<file path="src/rtl/ps2_rx_fifo.sv">
// ps2_rx_fifo: PS/2 device-to-host receiver running on a system clock.
// The raw pins are synchronised and the clock is glitch-filtered. The block
// deframes 11-bit frames, checks the stop bit (and optionally parity),
// aborts stalled frames after a timeout, and queues good bytes in a
// first-word-fall-through FIFO with a valid/ready handshake.
// Optional feature macro: PS2_RX_PARITY_CHECK_EN (odd-parity checking).
module ps2_rx_fifo #(
   parameter int FILTER_LEN  = 8,
   parameter int FIFO_DEPTH  = 4,
   parameter int TIMEOUT_CYC = 5000
) (
   input  logic       clk,
   input  logic       reset,
   input  logic       ps2c,
   input  logic       ps2d,
   input  logic       ready,
   output logic       valid,
   output logic [7:0] d_out,
   output logic       busy,
   output logic       frame_err,
   output logic       parity_err,
   output logic       overflow
);

   localparam int FCW = (FILTER_LEN  > 1) ? $clog2(FILTER_LEN)  : 1;
   localparam int TOW = (TIMEOUT_CYC > 1) ? $clog2(TIMEOUT_CYC) : 1;
   localparam int AW  = $clog2(FIFO_DEPTH);

   typedef enum logic [1:0] {IDLE, DATA, PARITY, STOP} state_t;

   logic           ps2c_s1_reg, ps2c_s2_reg;
   logic           ps2d_s1_reg, ps2d_s2_reg;
   logic           fc_reg;
   logic [FCW-1:0] filt_cnt_reg;
   logic           fall_tick;

   state_t         state_reg;
   logic [2:0]     bit_cnt_reg;
   logic [7:0]     shift_reg;
   logic [TOW-1:0] to_cnt_reg;
   logic           frame_err_reg, parity_err_reg;
   logic           parity_ok;
   logic           push_req;

   logic [7:0]     mem [FIFO_DEPTH];
   logic [AW:0]    wr_ptr_reg, rd_ptr_reg;
   logic           fifo_empty, fifo_full;
   logic           pop, push_ok;
   logic           overflow_reg;

   // Two-stage synchronisers plus the ps2c glitch filter; idle bus level is 1.
   always_ff @(posedge clk or posedge reset) begin
      if (reset) begin
         ps2c_s1_reg  <= 1'b1;
         ps2c_s2_reg  <= 1'b1;
         ps2d_s1_reg  <= 1'b1;
         ps2d_s2_reg  <= 1'b1;
         fc_reg       <= 1'b1;
         filt_cnt_reg <= '0;
      end else begin
         ps2c_s1_reg <= ps2c;
         ps2c_s2_reg <= ps2c_s1_reg;
         ps2d_s1_reg <= ps2d;
         ps2d_s2_reg <= ps2d_s1_reg;
         if (ps2c_s2_reg != fc_reg) begin
            if (filt_cnt_reg == FCW'(FILTER_LEN - 1)) begin
               fc_reg       <= ps2c_s2_reg;
               filt_cnt_reg <= '0;
            end else begin
               filt_cnt_reg <= filt_cnt_reg + 1'b1;
            end
         end else begin
            filt_cnt_reg <= '0;
         end
      end
   end

   // The tick is high in the cycle whose closing edge flips fc from 1 to 0.
   assign fall_tick = fc_reg && !ps2c_s2_reg &&
                      (filt_cnt_reg == FCW'(FILTER_LEN - 1));

`ifdef PS2_RX_PARITY_CHECK_EN
   logic parity_reg;

   // Latch the received parity bit for the check at the stop bit.
   always_ff @(posedge clk or posedge reset) begin
      if (reset)
         parity_reg <= 1'b0;
      else if (fall_tick && state_reg == PARITY)
         parity_reg <= ps2d_s2_reg;
   end

   assign parity_ok = ^{shift_reg, parity_reg};
`else
   assign parity_ok = 1'b1;
`endif

   assign push_req = fall_tick && (state_reg == STOP) && ps2d_s2_reg && parity_ok;

   // Deframing FSM with timeout watchdog and registered error pulses.
   always_ff @(posedge clk or posedge reset) begin
      if (reset) begin
         state_reg      <= IDLE;
         bit_cnt_reg    <= '0;
         shift_reg      <= '0;
         to_cnt_reg     <= '0;
         frame_err_reg  <= 1'b0;
         parity_err_reg <= 1'b0;
      end else begin
         frame_err_reg  <= 1'b0;
         parity_err_reg <= 1'b0;
         if (fall_tick) begin
            to_cnt_reg <= '0;
            case (state_reg)
               IDLE: begin
                  // A high data bit here is a spurious edge, not an error.
                  if (!ps2d_s2_reg) begin
                     state_reg   <= DATA;
                     bit_cnt_reg <= '0;
                  end
               end
               DATA: begin
                  shift_reg   <= {ps2d_s2_reg, shift_reg[7:1]};
                  bit_cnt_reg <= bit_cnt_reg + 1'b1;
                  if (bit_cnt_reg == 3'd7)
                     state_reg <= PARITY;
               end
               PARITY: state_reg <= STOP;
               STOP: begin
                  state_reg <= IDLE;
                  if (!ps2d_s2_reg)
                     frame_err_reg <= 1'b1;
                  else if (!parity_ok)
                     parity_err_reg <= 1'b1;
               end
               default: state_reg <= IDLE;
            endcase
         end else if (state_reg == IDLE) begin
            to_cnt_reg <= '0;
         end else if (to_cnt_reg == TOW'(TIMEOUT_CYC - 1)) begin
            // Stalled frame: drop the partial byte and wait for a new start.
            state_reg     <= IDLE;
            frame_err_reg <= 1'b1;
            to_cnt_reg    <= '0;
         end else begin
            to_cnt_reg <= to_cnt_reg + 1'b1;
         end
      end
   end

   assign fifo_empty = (wr_ptr_reg == rd_ptr_reg);
   assign fifo_full  = (wr_ptr_reg[AW] != rd_ptr_reg[AW]) &&
                       (wr_ptr_reg[AW-1:0] == rd_ptr_reg[AW-1:0]);
   assign pop        = !fifo_empty && ready;
   assign push_ok    = push_req && (!fifo_full || pop);

   // FIFO pointers and the overflow pulse; a pop on a full FIFO makes room.
   always_ff @(posedge clk or posedge reset) begin
      if (reset) begin
         wr_ptr_reg   <= '0;
         rd_ptr_reg   <= '0;
         overflow_reg <= 1'b0;
      end else begin
         if (push_ok)
            wr_ptr_reg <= wr_ptr_reg + 1'b1;
         if (pop)
            rd_ptr_reg <= rd_ptr_reg + 1'b1;
         overflow_reg <= push_req && fifo_full && !pop;
      end
   end

   // Storage array, written only on an accepted push.
   always_ff @(posedge clk) begin
      if (push_ok)
         mem[wr_ptr_reg[AW-1:0]] <= shift_reg;
   end

   assign valid      = !fifo_empty;
   assign d_out      = fifo_empty ? 8'h00 : mem[rd_ptr_reg[AW-1:0]];
   assign busy       = (state_reg != IDLE);
   assign frame_err  = frame_err_reg;
   assign parity_err = parity_err_reg;
   assign overflow   = overflow_reg;

endmodule
</file>
<file path="config.mk">
export PLATFORM = sky130hd
export DESIGN_NAME = ps2_rx_fifo
export DESIGN_NICKNAME = d
export VERILOG_FILES = /design/src/rtl/ps2_rx_fifo.sv
export SDC_FILE = /design/constraint.sdc
export NUM_CORES = 1
export LEC_CHECK = 0
export CORE_UTILIZATION = 40
export CTS_CLUSTER_SIZE = 30
export DETAILED_ROUTE_END_ITERATION = 6
export DONT_BUFFER_PORTS = 1
export HOLD_SLACK_MARGIN = 0.03
export SETUP_SLACK_MARGIN = 0.4
export SLEW_MARGIN = 20
export SYNTH_ARGS = -nofsm -noshare
export SYNTH_HDL_FRONTEND = slang
export SYNTH_SLANG_ARGS = --single-unit
</file>
<file path="constraint.sdc">
create_clock -name clk -period 3.6 [get_ports clk]
set_input_delay 0.54 -clock clk [delete_from_list [all_inputs] [get_ports clk]]
set_output_delay 0.54 -clock clk [all_outputs]
set_load 0.1 [all_outputs]
</file>
==> results of run 1 <==
[final cells by class]
type	count	area share [%]
clock buffers	9	3.38
clock inverters	7	1.43
inverters	14	1.43
multi-input cells	140	33.1
flip-flops and latches	74	55.1
well taps	102	3.48
repair buffers	10	2.05
[how the worst min path moves through the flow]
| stage | to | cells after the start | from | slack (ns) |
|---|---|---|---|---|
| finish | ps2d_s1_reg | 0 | ps2d | 0.19 |
| global route | ps2d_s1_reg | 0 | ps2d | 0.17 |
| CTS | ps2c_s1_reg | 0 | ps2c | 0.17 |
| detailed placement | ps2d_s2_reg | 0 | ps2d_s1_reg | 0.35 |
| global placement | ps2d_s2_reg | 0 | ps2d_s1_reg | 0.35 |
| floorplan | ps2c_s2_reg | 0 | ps2c_s1_reg | 0.35 |
[cells in the mapped netlist, drive strengths merged]
library cell,instances
dfrtp,37
and3,1
and4,1
nand3b,3
mux2,9
nand4,3
o21ai,6
nor3b,1
edfxtp,32
and2,13
dfstp,5
a21oi,1
buf,6
a41oi,1
nand3,9
xor2,4
nor2b,1
nor4,4
a32o,1
o211ai,1
o31ai,2
conb,1
a22o,2
nand2,13
o22ai,1
xnor2,14
mux4,8
ha,16
mux2i,1
nor2,17
nor3,3
inv,14
a31oi,2
nor4bb,1
[power by group through the flow]
stage / Clock [W] / Sequential [W] / Combinational, W
detailed placement: 0 / 0.000917 / 0.0000436
global route: 0.000636 / 0.000902 / 0.0000522
CTS: 0.000592 / 0.000899 / 0.0000440
floorplan: 0 / 0.000915 / 0.0000357
global placement: 0 / 0.000916 / 0.0000429
finish: 0.000570 / 0.000900 / 0.0000432
[logic make-up (layout without fill, tap and decap cells)]
group,Yosys count,in the layout
flops,74,74
xor+xnor,18,18
compound gates,17,17
mux,18,18
buf+inv,20,40
fa+ha+maj,16,16
other cells,1,1
simple gates,70,70
[metrics by stage]
step | total power, W | cell area, um2 | hold WS (ns) | worst slack (ns) | utilization (%)
2_1_floorplan | 0.000951 | 3330 | 0.345 | 1.13 | -
3_3_place_gp | 0.000959 | 3490 | 0.346 | 1.17 | 44.2
5_1_grt | 0.00159 | 3660 | 0.173 | 0.604 | 46.4
4_1_cts | 0.00154 | 3660 | 0.174 | 0.705 | 46.4
3_5_place_dp | 0.000961 | 3490 | 0.350 | 1.10 | 44.2
6_report | 0.00151 | 3660 | 0.195 | 0.764 | 46.4
[per-layer routing]
metal | wire length, um | global-route usage, %
met1 | 2700 | 19.9
met2 | 2360 | 20.5
met3 | 156 | 3.09
met4 | 82 | 7.31
met5 | 0 | 0
[worst max-delay path, stage by stage, from the launching register on]
cell      delay (ns)
dfrtp_1         0.72
xnor2_2         0.19
nand3b_1        0.21
buf_4           0.35
and2_1          0.18
buf_4           0.29
==> flow_summary.ini, run 1 <==
[status]
status = finished clean

[worst_setup_path]
worstSetupStartpointType = flip-flop
rr_endpoint = mem[0][0]
r2r_setup_slack_ns = 1.61
cp_max_fo = 11
cp.required_ns = 3.06
worstRegToRegCells = 5
crit_path_end_kind = output port
cp_data_arrival_time_ns = 2.30
critPathCapture = d_out[7]
crit_type = reg -> out
worstSetupStartpoint = rd_ptr_reg[0]
rr_startpoint = filt_cnt_reg[0]

[yosys]
mappedNetlistNets = 255
ys_seq_area_share_pct = 60.6
synth_adder_area_share_pct = 6.01
syn_inst = 234
synth_compound_area_share_pct = 3.95
yosys_warnings = 0
yosys_register_bits = 74
avgSynthCellArea_um2 = 14.2
synth_top_family_by_area = simple AND/OR/NAND/NOR gates
yosys.area_share.simple_pct = 11.0
synthDominantCellAreaShare_pct = 28.9
yosysTopAreaCell = edfxtp_1
synth.area.mux_share_pct = 9.66
syn_area_mm2 = 0.00333
synthXorXnorAreaFrac_pct = 5.64
synth.area.top_cells = edfxtp_1, dfrtp_1, mux4_1, ha_1, dfstp_2
synth.distinct_cells = 42

[cts]
h-tree-depth = 3
cts.repair.resized = 0
clock_latency_ns = 0.34
ctsRootBufferMaster = clkbuf_8
ctsHoldBuffers = 0
cts_setup_buffers = 0
cts.sinks = 74
cts_tree = done
cts_buffers = 9
clk_pin_slew_worst_paths_ns = 0.08
cts_buffer_depth = 2

[die]
start_util_pct = 42.2
die_h_um = 93.2
num_io_pins = 18
rows = 32
core_area_mm2 = 0.00789
die_w_um = 93.2
dieArea_mm2 = 0.00869

[power]
seqPwrFrac_pct = 59.5
power.density_mw_per_mm2 = 413
ir_drop_mv = 0.167
p_comb_share_pct = 2.9
power_frac_clock_pct = 37.7
p_switching_w = 0.000349
p_leak_nw = 1.56
p_sw_share_pct = 23.1
internal_power_w = 0.00116

[routing]
dr.pass1.iters = 6
num_vias = 1789
wirelength_um = 5300
detail-route-antenna-nets = 0
drtIter0Drc = 72
vias_per_cell = 5.03
post_drt_wl_per_cell_um = 14.9
drcViolationCount = 0

[global_routing]
antenna_found_initial = 0
grt_start_max_net_pins = 43
grt_pass1_vias = 1775
grt_pass1_wl_um = 9000
grt_use_total_pct = 14.1
gr-total-overflow = 0

[placed_design]
dp_hpwl_um = 3520
numPortBuffers = 0
gp_congestion = 0.744
post-place-cells = 340

[sta]
setup_viol = 0
max_freq_mhz = 353
hold_violations = 0
maxSlewViolCount = 0
fin_setup_tns_ns = 0
worst_slew_pin_slew_ns = 0.871
min_period_ns = 2.84
skew_ns = 0.00665
relSlewSlack_pct = 41.9
grt_setup_unrepaired = false
post-route-period-util_pct = 78.8

[finish]
drive_gt1_share_pct = 19.3
n_antenna_cell = 0
largest_reg_flops = 32
area_delta_synth_final_pct = 10.0
nFillCells = 684
instances_no_fill = 356
multi_input_area_mm2 = 0.00121
seqCellArea_mm2 = 0.00202
most-common-layout-cells = dfrtp_1, edfxtp_1, nor2_1
mostFrequentLayoutCell = dfrtp_1
nets = 270

[run]
drv_cap = 0

[min_path]
hold_class = in -> reg
(Power assumes the default switching activity.)
==> run 2: changes to the inputs <==
==> constraint.sdc (replaced) <==
create_clock -name clk -period 2.9 [get_ports clk]
set_input_delay 0.435 -clock clk [delete_from_list [all_inputs] [get_ports clk]]
set_output_delay 0.435 -clock clk [all_outputs]
set_load 0.1 [all_outputs]
==> run 2 against run 1 <==
Routed wire length is 0.25% lower; cell count is 0.84% higher; first-iteration DRC count is 43% higher; worst hold slack worse by 0.11 ns; register-to-register slack worse by 0.73 ns; non-clock buffer count is 3 higher.
==> flow_summary.ini, run 2 (synthesis results as in run 1) <==
[global_routing]
grt_start_max_net_pins = 43
grt_use_total_pct = 13.5
grt_pass1_vias = 1700
gr-total-overflow = 0
grt_pass1_wl_um = 8630
antenna_found_initial = 0

[power]
p_leak_nw = 1.61
power.density_mw_per_mm2 = 538
ir_drop_mv = 0.372

[worst_setup_path]
crit_path_end_kind = output port
cp.required_ns = 2.47
worstSetupStartpointType = flip-flop
cp_max_fo = 11
crit_type = reg -> out
cp_data_arrival_time_ns = 1.92

[cts]
cts_buffer_depth = 2
clock_latency_ns = 0.35
h-tree-depth = 3
cts_tree = done
cts.sinks = 74
ctsHoldBuffers = 0
clk_pin_slew_worst_paths_ns = 0.09
ctsRootBufferMaster = clkbuf_8
cts_buffers = 9

[die]
num_io_pins = 18
dieArea_mm2 = 0.00869
die_h_um = 93.2
rows = 32
start_util_pct = 42.2
core_area_mm2 = 0.00789
die_w_um = 93.2

[routing]
wirelength_um = 5280
drcViolationCount = 0
drtIter0Drc = 103
dr.pass1.iters = 4
num_vias = 1781
vias_per_cell = 4.96
detail-route-antenna-nets = 0
post_drt_wl_per_cell_um = 14.7

[sta]
max_freq_mhz = 425
maxSlewViolCount = 0
post-route-period-util_pct = 81.2
relSlewSlack_pct = 42.7
grt_setup_unrepaired = false
whs_ns = 0.0811
skew_ns = 0.0121
setup_viol = 0
min_period_ns = 2.35
hold_violations = 0
fin_setup_tns_ns = 0
worst_slew_pin_slew_ns = 0.859

[finish]
n_antenna_cell = 0
largest_reg_flops = 32
area_delta_synth_final_pct = 15.1
nFillCells = 651
most-common-layout-cells = dfrtp_1, edfxtp_1, nor2_1
nets = 273
drive_gt1_share_pct = 20.6
mostFrequentLayoutCell = dfrtp_1

[placed_design]
numPortBuffers = 0
dp_hpwl_um = 3440
gp_congestion = 0.746

[min_path]
hold_class = in -> reg

[status]
status = finished clean

[run]
drv_cap = 0
[run 2: changes by cell type in the layout (fill, tap and decap cells not counted)]
| cell | before | now |
|---|---|---|
| buf_12 | 0 | 8 |
| buf_4 | 10 | 5 |
| bufinv_16 | 0 | 2 |
| clkinv_2 | 2 | 1 |
| clkinv_4 | 1 | 0 |
| clkinvlp_4 | 1 | 2 |
| dfrtp_1 | 37 | 36 |
| dfrtp_2 | 0 | 1 |
| inv_6 | 3 | 1 |
| inv_8 | 0 | 1 |
[run 2: final timing paths]
| kind | startpoint | endpoint | slack, ns | cells past startpoint |
|---|---|---|---|---|
| setup / recovery | rd_ptr_reg[0] | d_out[3] | 0.55 | 3 |
| max in group asynchronous | reset | rd_ptr_reg[0] | 2.41 | 2 |
| hold / removal | ps2d | ps2d_s1_reg | 0.08 | 0 |
| hold reg to reg | ps2c_s1_reg | ps2c_s2_reg | 0.36 | 0 |
| min in group asynchronous | reset | shift_reg[3] | 0.10 | 2 |
| setup reg to reg | filt_cnt_reg[0] | mem[0][4] | 0.88 | 5 |
[run 2: area by class of cell]
type / instances / area [um2] / area share, %
Clock inverter: 7 / 100 / 2.61
Inverter: 14 / 52.6 / 1.37
Multi-Input combinational cell: 140 / 1210 / 31.6
Tap cell: 102 / 128 / 3.33
Timing Repair Buffer: 13 / 198 / 5.16
Clock buffer: 9 / 124 / 3.23
Sequential cell: 74 / 2020 / 52.7
[run 2: metrics by stage]
stage | cells | setup slack, ns | utilization [%] | total power, W | instance area [um2]
floorplan | 234 | 0.535 | - | 0.00118 | 3330
global route | 359 | 0.455 | 48.6 | 0.00215 | 3830
finish | 359 | 0.546 | 48.6 | 0.00206 | 3830
CTS | 359 | 0.528 | 48.6 | 0.00209 | 3830
global placement | 341 | 0.750 | 45.6 | 0.00119 | 3590
detailed placement | 341 | 0.731 | 45.6 | 0.00119 | 3590
[run 2: what timing repair did]
action,4_1_cts,5_1_grt
setup endpoints to repair,8,0
resized for setup,1,0
endpoints found under the hold margin,0,0
buffers inserted,2,0
[run 2: critical path, cell delays in order, from the launching register on]
cell and delay (ns):
dfrtp_2 0.57, mux4_1 0.61, and2_1 0.21, buf_12 0.17
[run 2: metal layers]
layer / vias to the layer above / wire (um) / track usage (%)
met2: 22 / 2290 / 19.3
met1: 875 / 2750 / 19.1
met4: 0 / 87 / 5.77
met3: 7 / 164 / 3.98
met5: - / 0 / 0
li1: 877 / - / -
[run 2: where the power goes]
group	internal, W	switching [W]
clock	0.000491	0.000401
combinational	0.0000191	0.0000350
sequential	0.00111	0.00000916
total	0.00162	0.000445
==> run 3: changes to the inputs <==
==> constraint.sdc (replaced) <==
create_clock -name clk -period 1.9 [get_ports clk]
set_input_delay 0.285 -clock clk [delete_from_list [all_inputs] [get_ports clk]]
set_output_delay 0.285 -clock clk [all_outputs]
set_load 0.1 [all_outputs]
==> run 3 against run 2 <==
The flow now finishes with violations (negative setup slack); cell count increased by 6.4%; flip-flop and latch count is the same; register-to-register slack lost 0.80 ns; die area is the same; cell area is 11% higher; sequential power rose by 53%; worst hold slack gained 0.038 ns; critical path type unchanged; largest cell class unchanged; largest power group unchanged.
==> flow_summary.ini, run 3 (synthesis results as in run 1) <==
[worst_setup_path]
cp_slowest_stage_delay_ns = 0.46
cp_data_arrival_time_ns = 1.71
r2r_setup_slack_ns = 0.08
cp.required_ns = 1.62
worstSetupStartpoint = rd_ptr_reg[0]
rr_endpoint = mem[0][6]
rr_startpoint = fc_reg
crit_family = flip-flops
worstSetupStartpointType = flip-flop
critical_path.cell_chain = buf_4 -> xnor2_4 -> nand3b_1 -> buf_6 -> and2_4
crit_path_end_kind = output port
cp_max_fo = 10
crit_buf_inv = 2
crit_type = reg -> out
worstRegToRegCells = 4
slowest_stage = dfrtp_2

[routing]
drcViolationCount = 0
num_vias = 1924
post_drt_wl_per_cell_um = 16.1
drtIter0Drc = 61
dr.pass1.iters = 4
wirelength_um = 6150
vias_per_cell = 5.04
detail-route-antenna-nets = 0

[die]
die_w_um = 93.2
core_area_mm2 = 0.00789
rows = 32
num_io_pins = 18
start_util_pct = 42.2
die_h_um = 93.2
dieArea_mm2 = 0.00869

[global_routing]
grt_pass1_wl_um = 10100
grt_pass1_vias = 2053
antenna_found_initial = 0
gr-total-overflow = 0
grt_start_max_net_pins = 43
grt_use_total_pct = 15.4

[placed_design]
gp_congestion = 0.765
numPortBuffers = 0
dp_hpwl_um = 3510
placed_area_mm2 = 0.00363
post-place-cells = 339

[cts]
cts.sinks = 74
cts_buffer_depth = 2
ctsRootBufferMaster = clkbuf_8
clk_pin_slew_worst_paths_ns = 0.09
h-tree-depth = 3
cts_buffers = 9
cts_tree = done
clock_latency_ns = 0.34

[finish]
area_delta_synth_final_pct = 27.2
nFillCells = 636
final_cell_area_mm2 = 0.00424
n_antenna_cell = 0
instances_no_fill = 382
most-common-layout-cells = dfrtp_1, edfxtp_1, buf_4
largest_reg_flops = 32
drive_gt1_share_pct = 44.6
mostFrequentLayoutCell = dfrtp_1
nets = 296

[sta]
maxSlewViolCount = 0
worst_slew_pin_slew_ns = 0.538
max_freq_mhz = 502
skew_ns = 0.0110
setup_viol = 9
grt_setup_unrepaired = true
min_period_ns = 1.99
relSlewSlack_pct = 64.1
hold_violations = 0
setup_slack_ns = -0.0920
post-route-period-util_pct = 105

[power]
ir_drop_mv = 0.478
power.density_mw_per_mm2 = 735
p_leak_nw = 1.72

[min_path]
min_from = ready
hold_path_end = rd_ptr_reg[0]
hold_class = in -> reg
whs_path_depth = 2

[run]
drv_cap = 0

[status]
status = finished, violations left
violations = negative setup slack
run 3: layer usage:
metal	vias up	wire length, um	global-route usage [%]
met3	9	177	4.31
met5	-	0	0
li1	915	-	-
met1	969	2810	19.5
met4	0	83	6.03
met2	31	3080	24.9
run 3: cell type report:
class	count	area, um2	share of cell area [%]
well taps	102	128	3.01
inverters	14	61.3	1.45
repair buffers	34	352	8.30
clock inverters	7	82.6	1.95
clock buffers	9	124	2.92
multi-input cells	142	1470	34.7
flip-flops and latches	74	2020	47.7
run 3: how the worst max path moves through the flow:
stage,cells past startpoint,slack (ns),to
after detailed placement,5,0.06,mem[3][2]
after global routing,5,-0.15,d_out[4]
after CTS,3,-0.09,d_out[2]
after global placement,5,0.08,mem[3][2]
after floorplan,4,0.23,d_out[0]
final,5,-0.09,d_out[3]
run 3: repair_timing:
item | 4_1_cts | 5_1_grt
hold buffers | 3 | 0
hold endpoints to repair | 39 | 0
setup endpoints to repair | 68 | 74
setup buffers | 13 | 8
pin swaps | 21 | 15
cloned | 2 | 1
gates resized for setup | 36 | 28
run 3: stage by stage:
step	TNS, ns	setup WS [ns]	util (%)	hold slack (ns)	total power (W)
2_1_floorplan	0	0.233	-	0.289	0.00182
3_3_place_gp	0	0.0819	46.0	0.290	0.00184
3_5_place_dp	0	0.0592	46.0	0.290	0.00184
4_1_cts	-0.592	-0.0938	51.6	0.104	0.00313
5_1_grt	-1.33	-0.152	53.7	0.107	0.00324
6_report	-0.787	-0.0920	53.7	0.120	0.00311
run 3: power by group:
part           internal (W)  switching (W)
registers           0.00169      0.0000176
logic             0.0000631      0.0000657
clock network      0.000630       0.000646
